**config.mk**
```make
export PLATFORM = sky130hd
export DESIGN_NAME = branch_predictor_nbit_flat
export DESIGN_NICKNAME = d
export VERILOG_FILES = /design/src/rtl/branch_predictor_nbit_if.sv /design/src/rtl/branch_predictor_nbit.sv /design/src/flat_wrapper.sv
export SDC_FILE = /design/constraint.sdc
export NUM_CORES = 2
export LEC_CHECK = 0
export ABC_CLOCK_PERIOD_IN_PS = 7000
export CAP_MARGIN = 20
export CORE_UTILIZATION = 41
export DETAILED_ROUTE_END_ITERATION = 7
export PLACE_DENSITY_LB_ADDON = 0.15
export SYNTH_ARGS = -nofsm -noshare
export SYNTH_HDL_FRONTEND = slang
export SYNTH_SLANG_ARGS = --single-unit
```
**constraint.sdc**
```tcl
create_clock -name clk -period 7 [get_ports clk]
set_input_delay 0.7 -clock clk [delete_from_list [all_inputs] [get_ports clk]]
set_output_delay 0.7 -clock clk [all_outputs]
set_load 0.005 [all_outputs]
```
**src/rtl/branch_predictor_nbit_if.sv**
```systemverilog
// Fetch/resolve bundle for branch_predictor_nbit.
// BP_PERF_CNT_EN adds the br_count / mispred_count outputs.
interface branch_predictor_nbit_if #(
    parameter int ADDR_W = 32
);
    logic              fetch_valid;
    logic [ADDR_W-1:0] fetch_pc;
    logic              stall;
    logic              res_valid;
    logic              res_is_branch;
    logic              res_taken;
    logic [ADDR_W-1:0] res_pc;
    logic [ADDR_W-1:0] res_target;
    logic              pred_hit;
    logic              pred_taken;
    logic [ADDR_W-1:0] pred_target;
    logic [1:0]        mux_f;
    logic [ADDR_W-1:0] redirect_pc;
    logic              flush_s1;
`ifdef BP_PERF_CNT_EN
    logic [31:0]       br_count;
    logic [31:0]       mispred_count;
`endif

    modport master (
        output fetch_valid, fetch_pc, stall, res_valid, res_is_branch,
               res_taken, res_pc, res_target,
        input  pred_hit, pred_taken, pred_target, mux_f, redirect_pc, flush_s1
`ifdef BP_PERF_CNT_EN
        , input br_count, mispred_count
`endif
    );

    modport slave (
        input  fetch_valid, fetch_pc, stall, res_valid, res_is_branch,
               res_taken, res_pc, res_target,
        output pred_hit, pred_taken, pred_target, mux_f, redirect_pc, flush_s1
`ifdef BP_PERF_CNT_EN
        , output br_count, mispred_count
`endif
    );
endinterface

```
**src/rtl/branch_predictor_nbit.sv**
```systemverilog
// Direct-mapped BTB with N-bit saturating direction counters and a fetch->resolve tracking pipe.
// Optional performance counters are enabled with BP_PERF_CNT_EN.
module branch_predictor_nbit #(
    parameter int ADDR_W  = 32,
    parameter int DEPTH   = 16,
    parameter int CTR_W   = 2,
    parameter int RES_LAT = 1
) (
    input logic                  clk,
    input logic                  rst,
    branch_predictor_nbit_if.slave bp
);
    localparam int IDX_W = $clog2(DEPTH);
    localparam int TAG_W = ADDR_W - IDX_W - 2;
    localparam logic [CTR_W-1:0] CTR_WT  = CTR_W'(1'b1) << (CTR_W - 1);
    localparam logic [CTR_W-1:0] CTR_WNT = CTR_WT - CTR_W'(1'b1);
    localparam logic [CTR_W-1:0] CTR_MAX = {CTR_W{1'b1}};
    localparam logic [CTR_W-1:0] CTR_MIN = {CTR_W{1'b0}};

    function automatic logic [CTR_W-1:0] ctr_step(input logic [CTR_W-1:0] ctr, input logic taken);
        logic [CTR_W-1:0] nxt;
        nxt = ctr;
        if (taken && (ctr != CTR_MAX)) begin
            nxt = ctr + CTR_W'(1'b1);
        end else if (!taken && (ctr != CTR_MIN)) begin
            nxt = ctr - CTR_W'(1'b1);
        end else begin
            nxt = ctr;
        end
        return nxt;
    endfunction

    logic [DEPTH-1:0]   valid_r;
    logic [TAG_W-1:0]   tag_r [DEPTH];
    logic [ADDR_W-1:0]  tgt_r [DEPTH];
    logic [CTR_W-1:0]   ctr_r [DEPTH];
    logic [RES_LAT-1:0] pv_r;
    logic [RES_LAT-1:0] ph_r;
    logic [RES_LAT-1:0] pt_r;

    logic [IDX_W-1:0]  f_idx_s;
    logic [TAG_W-1:0]  f_tag_s;
    logic [IDX_W-1:0]  r_idx_s;
    logic [TAG_W-1:0]  r_tag_s;
    logic              hit_s;
    logic              taken_s;
    logic              event_s;
    logic              mispred_s;
    logic              upd_match_s;
    logic              flush_s;
    logic [1:0]        mux_s;
    logic [ADDR_W-1:0] redir_s;
    logic              unused_s;

    assign f_idx_s  = bp.fetch_pc[IDX_W+1:2];
    assign f_tag_s  = bp.fetch_pc[ADDR_W-1:IDX_W+2];
    assign r_idx_s  = bp.res_pc[IDX_W+1:2];
    assign r_tag_s  = bp.res_pc[ADDR_W-1:IDX_W+2];
    assign unused_s = ^{bp.fetch_pc[1:0], bp.res_pc[1:0]};

    // Reset forces the lookup to read as a miss.
    assign hit_s   = !rst && bp.fetch_valid && valid_r[f_idx_s] && (tag_r[f_idx_s] == f_tag_s);
    assign taken_s = hit_s && ctr_r[f_idx_s][CTR_W-1];

    assign event_s     = !rst && bp.res_valid && bp.res_is_branch && pv_r[RES_LAT-1] && !bp.stall;
    assign mispred_s   = event_s && (bp.res_taken != pt_r[RES_LAT-1]);
    assign upd_match_s = valid_r[r_idx_s] && (tag_r[r_idx_s] == r_tag_s);

    // Next-PC select: a resolve-stage redirect overrides the fetch prediction.
    always_comb begin
        flush_s = 1'b0;
        mux_s   = 2'b00;
        redir_s = {ADDR_W{1'b0}};
        if (mispred_s) begin
            flush_s = 1'b1;
            if (bp.res_taken) begin
                mux_s   = 2'b11;
                redir_s = bp.res_target;
            end else begin
                mux_s   = 2'b10;
                redir_s = bp.res_pc + ADDR_W'(3'd4);
            end
        end else if (taken_s) begin
            mux_s = 2'b01;
        end else begin
            mux_s = 2'b00;
        end
    end

    assign bp.pred_hit    = hit_s;
    assign bp.pred_taken  = taken_s;
    assign bp.pred_target = hit_s ? tgt_r[f_idx_s] : {ADDR_W{1'b0}};
    assign bp.flush_s1    = flush_s;
    assign bp.mux_f       = mux_s;
    assign bp.redirect_pc = redir_s;

    // Tracking pipe: a flush kills every in-flight stage and drops this cycle's fetch.
    always_ff @(posedge clk) begin
        if (rst) begin
            pv_r <= {RES_LAT{1'b0}};
            ph_r <= {RES_LAT{1'b0}};
            pt_r <= {RES_LAT{1'b0}};
        end else if (flush_s) begin
            pv_r <= {RES_LAT{1'b0}};
        end else if (!bp.stall) begin
            pv_r[0] <= bp.fetch_valid;
            ph_r[0] <= hit_s;
            pt_r[0] <= taken_s;
            for (int i = 1; i < RES_LAT; i++) begin
                pv_r[i] <= pv_r[i-1];
                ph_r[i] <= ph_r[i-1];
                pt_r[i] <= pt_r[i-1];
            end
        end
    end

    // BTB update; the tag is rechecked because the entry may have been reallocated in flight.
    always_ff @(posedge clk) begin
        if (rst) begin
            valid_r <= {DEPTH{1'b0}};
            for (int i = 0; i < DEPTH; i++) begin
                tag_r[i] <= {TAG_W{1'b0}};
                tgt_r[i] <= {ADDR_W{1'b0}};
                ctr_r[i] <= CTR_WNT;
            end
        end else if (event_s) begin
            if (ph_r[RES_LAT-1] && upd_match_s) begin
                ctr_r[r_idx_s] <= ctr_step(ctr_r[r_idx_s], bp.res_taken);
                if (bp.res_taken) begin
                    tgt_r[r_idx_s] <= bp.res_target;
                end
            end else if (bp.res_taken) begin
                valid_r[r_idx_s] <= 1'b1;
                tag_r[r_idx_s]   <= r_tag_s;
                tgt_r[r_idx_s]   <= bp.res_target;
                ctr_r[r_idx_s]   <= CTR_WT;
            end
        end
    end

`ifdef BP_PERF_CNT_EN
    logic [31:0] br_cnt_r;
    logic [31:0] mis_cnt_r;

    // Saturating event counters.
    always_ff @(posedge clk) begin
        if (rst) begin
            br_cnt_r  <= 32'd0;
            mis_cnt_r <= 32'd0;
        end else begin
            if (event_s && (br_cnt_r != 32'hFFFF_FFFF)) begin
                br_cnt_r <= br_cnt_r + 32'd1;
            end
            if (mispred_s && (mis_cnt_r != 32'hFFFF_FFFF)) begin
                mis_cnt_r <= mis_cnt_r + 32'd1;
            end
        end
    end

    assign bp.br_count      = br_cnt_r;
    assign bp.mispred_count = mis_cnt_r;
`else
    // Counters absent; prediction and resolution behave identically.
`endif
endmodule

```
**src/flat_wrapper.sv**
```systemverilog
// flat-port wrapper written by rule: the top's interface ports become plain ports
module branch_predictor_nbit_flat 
#(
    parameter int ADDR_W  = 32,
    parameter int DEPTH   = 16,
    parameter int CTR_W   = 2,
    parameter int RES_LAT = 1
)
  (clk, rst, bp_fetch_valid, bp_fetch_pc, bp_stall, bp_res_valid, bp_res_is_branch, bp_res_taken, bp_res_pc, bp_res_target, bp_pred_hit, bp_pred_taken, bp_pred_target, bp_mux_f, bp_redirect_pc, bp_flush_s1);
  branch_predictor_nbit_if #(.ADDR_W(ADDR_W)) bp_i ();
  input logic clk;
  input logic rst;
  input wire logic [$bits(bp_i.fetch_valid)-1:0] bp_fetch_valid;
  input wire logic [$bits(bp_i.fetch_pc)-1:0] bp_fetch_pc;
  input wire logic [$bits(bp_i.stall)-1:0] bp_stall;
  input wire logic [$bits(bp_i.res_valid)-1:0] bp_res_valid;
  input wire logic [$bits(bp_i.res_is_branch)-1:0] bp_res_is_branch;
  input wire logic [$bits(bp_i.res_taken)-1:0] bp_res_taken;
  input wire logic [$bits(bp_i.res_pc)-1:0] bp_res_pc;
  input wire logic [$bits(bp_i.res_target)-1:0] bp_res_target;
  output wire logic [$bits(bp_i.pred_hit)-1:0] bp_pred_hit;
  output wire logic [$bits(bp_i.pred_taken)-1:0] bp_pred_taken;
  output wire logic [$bits(bp_i.pred_target)-1:0] bp_pred_target;
  output wire logic [$bits(bp_i.mux_f)-1:0] bp_mux_f;
  output wire logic [$bits(bp_i.redirect_pc)-1:0] bp_redirect_pc;
  output wire logic [$bits(bp_i.flush_s1)-1:0] bp_flush_s1;
  assign bp_i.fetch_valid = bp_fetch_valid;
  assign bp_i.fetch_pc = bp_fetch_pc;
  assign bp_i.stall = bp_stall;
  assign bp_i.res_valid = bp_res_valid;
  assign bp_i.res_is_branch = bp_res_is_branch;
  assign bp_i.res_taken = bp_res_taken;
  assign bp_i.res_pc = bp_res_pc;
  assign bp_i.res_target = bp_res_target;
  assign bp_pred_hit = bp_i.pred_hit;
  assign bp_pred_taken = bp_i.pred_taken;
  assign bp_pred_target = bp_i.pred_target;
  assign bp_mux_f = bp_i.mux_f;
  assign bp_redirect_pc = bp_i.redirect_pc;
  assign bp_flush_s1 = bp_i.flush_s1;
  branch_predictor_nbit #(.ADDR_W(ADDR_W), .DEPTH(DEPTH), .CTR_W(CTR_W), .RES_LAT(RES_LAT)) u_core (.clk(clk), .rst(rst), .bp(bp_i));
endmodule
```
# --- Word-level counts from Yosys, hierarchy flattened ---
# Memories as Yosys holds them, arrays and structs flattened.
# Cells that the tools add are included.
word_totals:
  reg_bits: 19
  ramBits: 960
  elab_cells: 91
  n_memories: 3
memory_table:
  columns: ["memory", "depth", "word_bits", "rd", "rd_ports_with_merged_regs", "write_ports", "line", "rtl"]
  rows:
  - ["u_core.tgt_r", 16, 32, 1, 0, 16, "branch_predictor_nbit.sv:35", "logic [ADDR_W-1:0] tgt_r [DEPTH];"]
  - ["u_core.tag_r", 16, 26, 2, 0, 16, "branch_predictor_nbit.sv:34", "logic [TAG_W-1:0] tag_r [DEPTH];"]
  - ["u_core.ctr_r", 16, 2, 2, 0, 16, "branch_predictor_nbit.sv:36", "logic [CTR_W-1:0] ctr_r [DEPTH];"]
classes:
  addsub: 3
  n_lt_le_gt_ge: 3
  eq_ne: 4
  mux: 44
  n_bitwise: 6
  reduce_logical: 24
ops:
  columns: ["operator", "count"]
  rows:
  - ["2-to-1 mux 32 bit", 5]
  - ["== test 26 bit", 2]
  - ["adder 32 x 3 -> 32 bit (second input constant)", 1]
  - ["OR reduction 32 bit", 1]
  - ["2-to-1 mux 26 bit", 1]
  - ["OR reduction 26 bit", 1]
  - ["2-to-1 mux 1 bit", 24]
  - ["2-to-1 mux 2 bit", 8]
  - ["bitwise OR 16 bit", 1]
  - ["logical AND 1 bit", 14]
  - ["2-to-1 mux 4 bit", 3]
  - ["< comparator 4 x 5 -> 1 bit (second input constant)", 2]
  - ["binary-select mux 1 bit (select 4 bit)", 2]
  - ["demux 1 bit (select 4 bit)", 1]
  - [">= comparator 4 x 1 -> 1 bit (second input constant)", 1]
  - ["OR reduction 2 bit", 2]
  - ["logical NOT 1 bit", 3]
  - ["NOT 1 bit", 3]
  - ["AND reduction 3 bit", 1]
  - ["adder 2 x 1 -> 2 bit (second input constant)", 1]
  - ["!= test 2 bit (second input constant)", 1]
  - ["bitwise OR 1 bit", 2]
  - ["AND reduction 2 bit", 1]
  - ["nonzero test 2 bit", 1]
  - ["other kinds (2)", 2]

# --- Depth between registers and ports, before layout ---
depth:
  depth_word: 11
  ltp_mapped: 16

# --- Least setup slack after synthesis ---
# Ideal clock, no wire load.
synth_timing:
  kind: "input -> register"
  start: "input port bp_res_pc[2]"
  end: "memory u_core.tgt_r[6][0], enable pin"
  setup_ps: 466
  t_arrival_ps: 4224
  slack_ps: 2310
  path_stages: 9
  n_path_buf: 5
  cell_sequence: "buf_6 > buf_8 > buf_6 > buf_8 > buf_4 > inv_1 > ha_1 > nand3_1 > o21ai_0"
synth_rtl:
  columns: ["item", "line", "rtl"]
  rows:
  - ["start, declared", "flat_wrapper.sv:19", "input wire logic [$bits(bp_i.res_pc)-1:0] bp_res_pc;"]
  - ["end, declared", "branch_predictor_nbit.sv:35", null]

# --- Worst setup path in the final report ---
layout_timing:
  start: "input port bp_fetch_pc[5]"
  end: "output port bp_mux_f[0]"
layout_via:
  elab_chain_len: 7
  elab_cells_between_ends: 10
  cone_classes: "eq/ne: 1; mux: 4; reduce/logical: 3; memory: 2"
layout_rtl:
  columns: ["item", "line", "rtl"]
  rows:
  - ["start, declared", "flat_wrapper.sv:14", "input wire logic [$bits(bp_i.fetch_pc)-1:0] bp_fetch_pc;"]
  - ["branches (longest 4 deep; another with memory (16 x 26 bit))", null, null]
  - ["logical AND 1 bit *", "branch_predictor_nbit.sv:63", "assign taken_s = hit_s && ctr_r[f_idx_s][CTR_W-1];"]
  - ["2-to-1 mux 1 bit *", "branch_predictor_nbit.sv:83", "end else if (taken_s) begin"]
  - ["2-to-1 mux 2 bit *", "branch_predictor_nbit.sv:74", "if (mispred_s) begin"]
  - ["end, declared", "flat_wrapper.sv:24", "output wire logic [$bits(bp_i.mux_f)-1:0] bp_mux_f;"]
# Mark *: on every way between the ends. The select of a mux whose other input is x is not followed.

==> flow_summary.yaml <==
status:
  status: "completed"
timing:
  hold_violations: 0
  fin_skew_ns: 0.0311
  drv_slew: 0
  tightest_slew_ns: 1.19
  period_needed_ns: 5.97
  fmax_ghz: 0.167
  relSlewSlack: 0.201
  setup-violations-final: 0
  rsz0062_at_grt: "no"
  timing.final.crit_share: 0.853
  finalSetupTns_ns: 0
  holdWs_ns: 0.492
power_and_ir_drop:
  p_sw_mw: 3.28
  swShare: 0.244
  seqPwrFrac: 0.498
  pwr-share-comb: 0.101
  leakagePower_nw: 22.0
  ir_worst_vdd_mv: 0.215
  power_density_mw_per_mm2: 234
  clkPwrFrac: 0.401
  p_int_mw: 10.2
critical_path:
  reg2reg_slack_ns: 2.71
  reg2regPathDepth: 9
  worstPathMaxFanout: 37
  start_kind: "input port"
  rr_startpoint: "u_core.pv_r$_SDFFE_PP0N_"
  cp-end-kind: "output pin"
  r2r-end: "u_core.tag_r[0][20]$_SDFFCE_PN0P_"
  cp-startpoint: "bp_fetch_pc[5]"
  critPathArrivalTime_ns: 5.27
  crit_required_ns: 6.30
  path_class: "input port to output pin"
synthesis:
  syn_area_per_cell_um2: 14.4
  ys_seq_area_frac: 0.576
  yosys.area_share.simple: 0.150
  syn_nets: 3626
  yosysTopAreaCellShare: 0.568
  synth_area_mm2: 0.0507
  synth-edff-count: 960
  synthArstFlopShare: 0
  synth_area_leaders: "edfxtp_1 57%, mux4_2 15%, and2_1 6.6%, and3_1 5.3%, mux2i_1 2.8%"
  synth_cell_types: 80
  synth_area_leader_cell: "edfxtp_1"
  synth_top_family_by_area: "multiplexers"
  synth_mux_area_frac: 0.183
  synth_flop_cell: "edfxtp_1"
  synth_seq_cells: 979
  syn_inst: 3517
  synth-compound-area-share: 0.0392
  synthAdderAreaFrac: 0.00148
  synth_warnings: 0
  synth-xor-area-share: 0.0136
routing:
  avgRoutedWirePerCell_um: 34.3
  routed_wl_mm: 180
  ant_nets: 0
  via_per_inst: 6.35
  drc: 0
  drt_iter0_drc: 4769
  via_count: 33400
  dr.pass1.iters: 6
die:
  core_mm2: 0.122
  std_cell_rows: 128
  die-area_mm2: 0.125
  start_util: 0.415
  die_x_um: 354
  io_pins: 172
  die_y_um: 354
placement:
  place_congestion: 0.906
  dp_hpwl_mm: 108
  dp.cells: 5068
  port_buffers: 169
clock_tree:
  cts_sinks: 979
  cts.path.max_buffers: 3
  clkTransAtPathRegs_ns: 0.06
  clk_latency_ns: 0.71
  cts_root_buf: "clkbuf_16"
  post_cts_buffers: 0
  cts_tree: "done"
  holdBufCountCts: 0
  numCtsBuffers: 105
  ctsResizeCount: 0
  htree_levels: 3
hold_path:
  worstHoldEndpoint: "u_core.valid_r[9]$_SDFFE_PP0P_"
  hold_depth: 1
  hold_path.class: "flip-flop to flip-flop"
  hold_start: "u_core.valid_r[9]$_SDFFE_PP0P_"
flow_run:
  maxCapViolations: 0
global_route:
  grt_pass1_wl_mm: 251
  grt_start_max_net_pins: 117
  grt_pass1_vias: 33100
  globalRouteOverflowTotal: 0
  antenna_found_initial: 19
  grt_usage: 0.284
cells_and_area:
  drive_above_1_share: 0.196
  nets: 3660
  finalNonFillerCells: 5257
  area_growth_pct: 13.0
## logic make-up (layout without fill, tap and decap cells)
family	after synthesis	in the layout
flops	979	979
xor+xnor	79	79
fa+ha+maj	6	6
buf+inv	407	518
other cells	0	4
compound gates	283	283
simple gates	1268	1268
mux	495	495
## worst max-delay path, cell delays in order
cell             delay (ns)
buf_2                  0.68
inv_4                  0.56
and2_1                 0.32
a211oi_1               0.68
a211o_1                0.19
o211ai_1               0.15
nor4_1                 0.47
nand4b_4               0.17
buf_4                  0.31
o31ai_1                0.30
o21a_1                 0.15
clkdlybuf4s50_1        0.49
## power groups by stage
stage,clock (mW),sequential [mW],combinational (mW)
2_1_floorplan,0,6.78,0.792
3_3_place_gp,0,6.79,1.32
3_5_place_dp,0,6.81,1.34
4_1_cts,5.44,6.69,1.34
5_1_grt,5.65,6.70,1.40
6_report,5.39,6.69,1.35
## sequential cells by signal, summed over array words and instances (netlist names)
signal	count
u_core.ctr_r	32
u_core.ph_r	1
u_core.tag_r	416
u_core.pv_r	1
u_core.pt_r	1
u_core.tgt_r	512
u_core.valid_r	16
## metal layers
metal,share of wire,global-route usage,vias to the layer above,routed length (um)
met2,0.47,0.445,2097,84100
met3,0.11,0.0579,353,19400
met4,0.035,0.103,8,6330
met1,0.39,0.391,17400,70500
li1,-,-,13500,-
met5,0.00026,0,-,46
## area by class of cell
cell class / count / area [um^2]
diodes: 4 / 10.0
well taps: 1625 / 2030
clock inverters: 52 / 470
repair buffers: 308 / 2870
inverters: 26 / 100
multi-input cells: 2131 / 19900
flip-flops and latches: 979 / 29200
clock buffers: 132 / 2750
fillers: 10500 / 64900
## cell usage in the layout (no fill, tap or decap), drive strengths merged, types with 5 or more instances in the layout
| master | count |
|---|---|
| clkinv | 41 |
| a21o | 21 |
| nor2b | 48 |
| bufinv | 7 |
| mux2i | 144 |
| xnor2 | 51 |
| o21ai | 57 |
| o211ai | 5 |
| o211a | 6 |
| mux4 | 347 |
| and3 | 427 |
| a221oi | 12 |
| clkdlybuf4s50 | 161 |
| clkbuf | 133 |
| buf | 146 |
| ha | 6 |
| inv | 27 |
| and2 | 533 |
| a21oi | 62 |
| edfxtp | 960 |
| nor2 | 85 |
| nand3 | 34 |
| a22oi | 37 |
| xor2 | 28 |
| nand4 | 12 |
| o31ai | 5 |
| o21bai | 18 |
| a31oi | 6 |
| dfxtp | 19 |
| nand2 | 50 |
| or3 | 6 |
| nand2b | 11 |
| a22o | 8 |
| or2 | 26 |
| nor3 | 16 |
| nor4 | 6 |
## cells in the mapped netlist, types with 18 or more instances
cell type,n
and3_1,427
and2_1,533
xor2_1,28
inv_1,22
mux4_2,347
xnor2_1,51
clkbuf_1,293
a22oi_1,36
o21ai_0,54
nor2_1,85
edfxtp_1,960
nor2b_1,48
nand3_1,34
dfxtp_1,19
or2_2,26
buf_2,27
a21o_1,21
o21bai_1,18
buf_1,26
nand2_1,50
mux2i_1,144
a21oi_1,52
## worst max path at each step
stage	cells past startpoint	endpoint	slack [ns]
CTS	12	bp_mux_f[0]	1.11
finish	12	bp_mux_f[0]	1.03
global placement	12	bp_mux_f[0]	1.07
floorplan	9	u_core.tgt_r[6][0]$_SDFFCE_PN0P_	2.31
global route	12	bp_mux_f[0]	0.94
detailed placement	12	bp_mux_f[0]	1.10
## stage by stage
stage | setup WS [ns] | power (mW) | util | cell area [um^2]
finish | 1.03 | 13.4 | 0.469 | 57300
global route | 0.941 | 13.7 | 0.469 | 57300
CTS | 1.11 | 13.5 | 0.469 | 57300
detailed placement | 1.10 | 8.14 | 0.442 | 54100
global placement | 1.07 | 8.11 | 0.442 | 54000
floorplan | 2.31 | 7.57 | - | 50700
No activity file was read; power rests on OpenSTA's default activity.
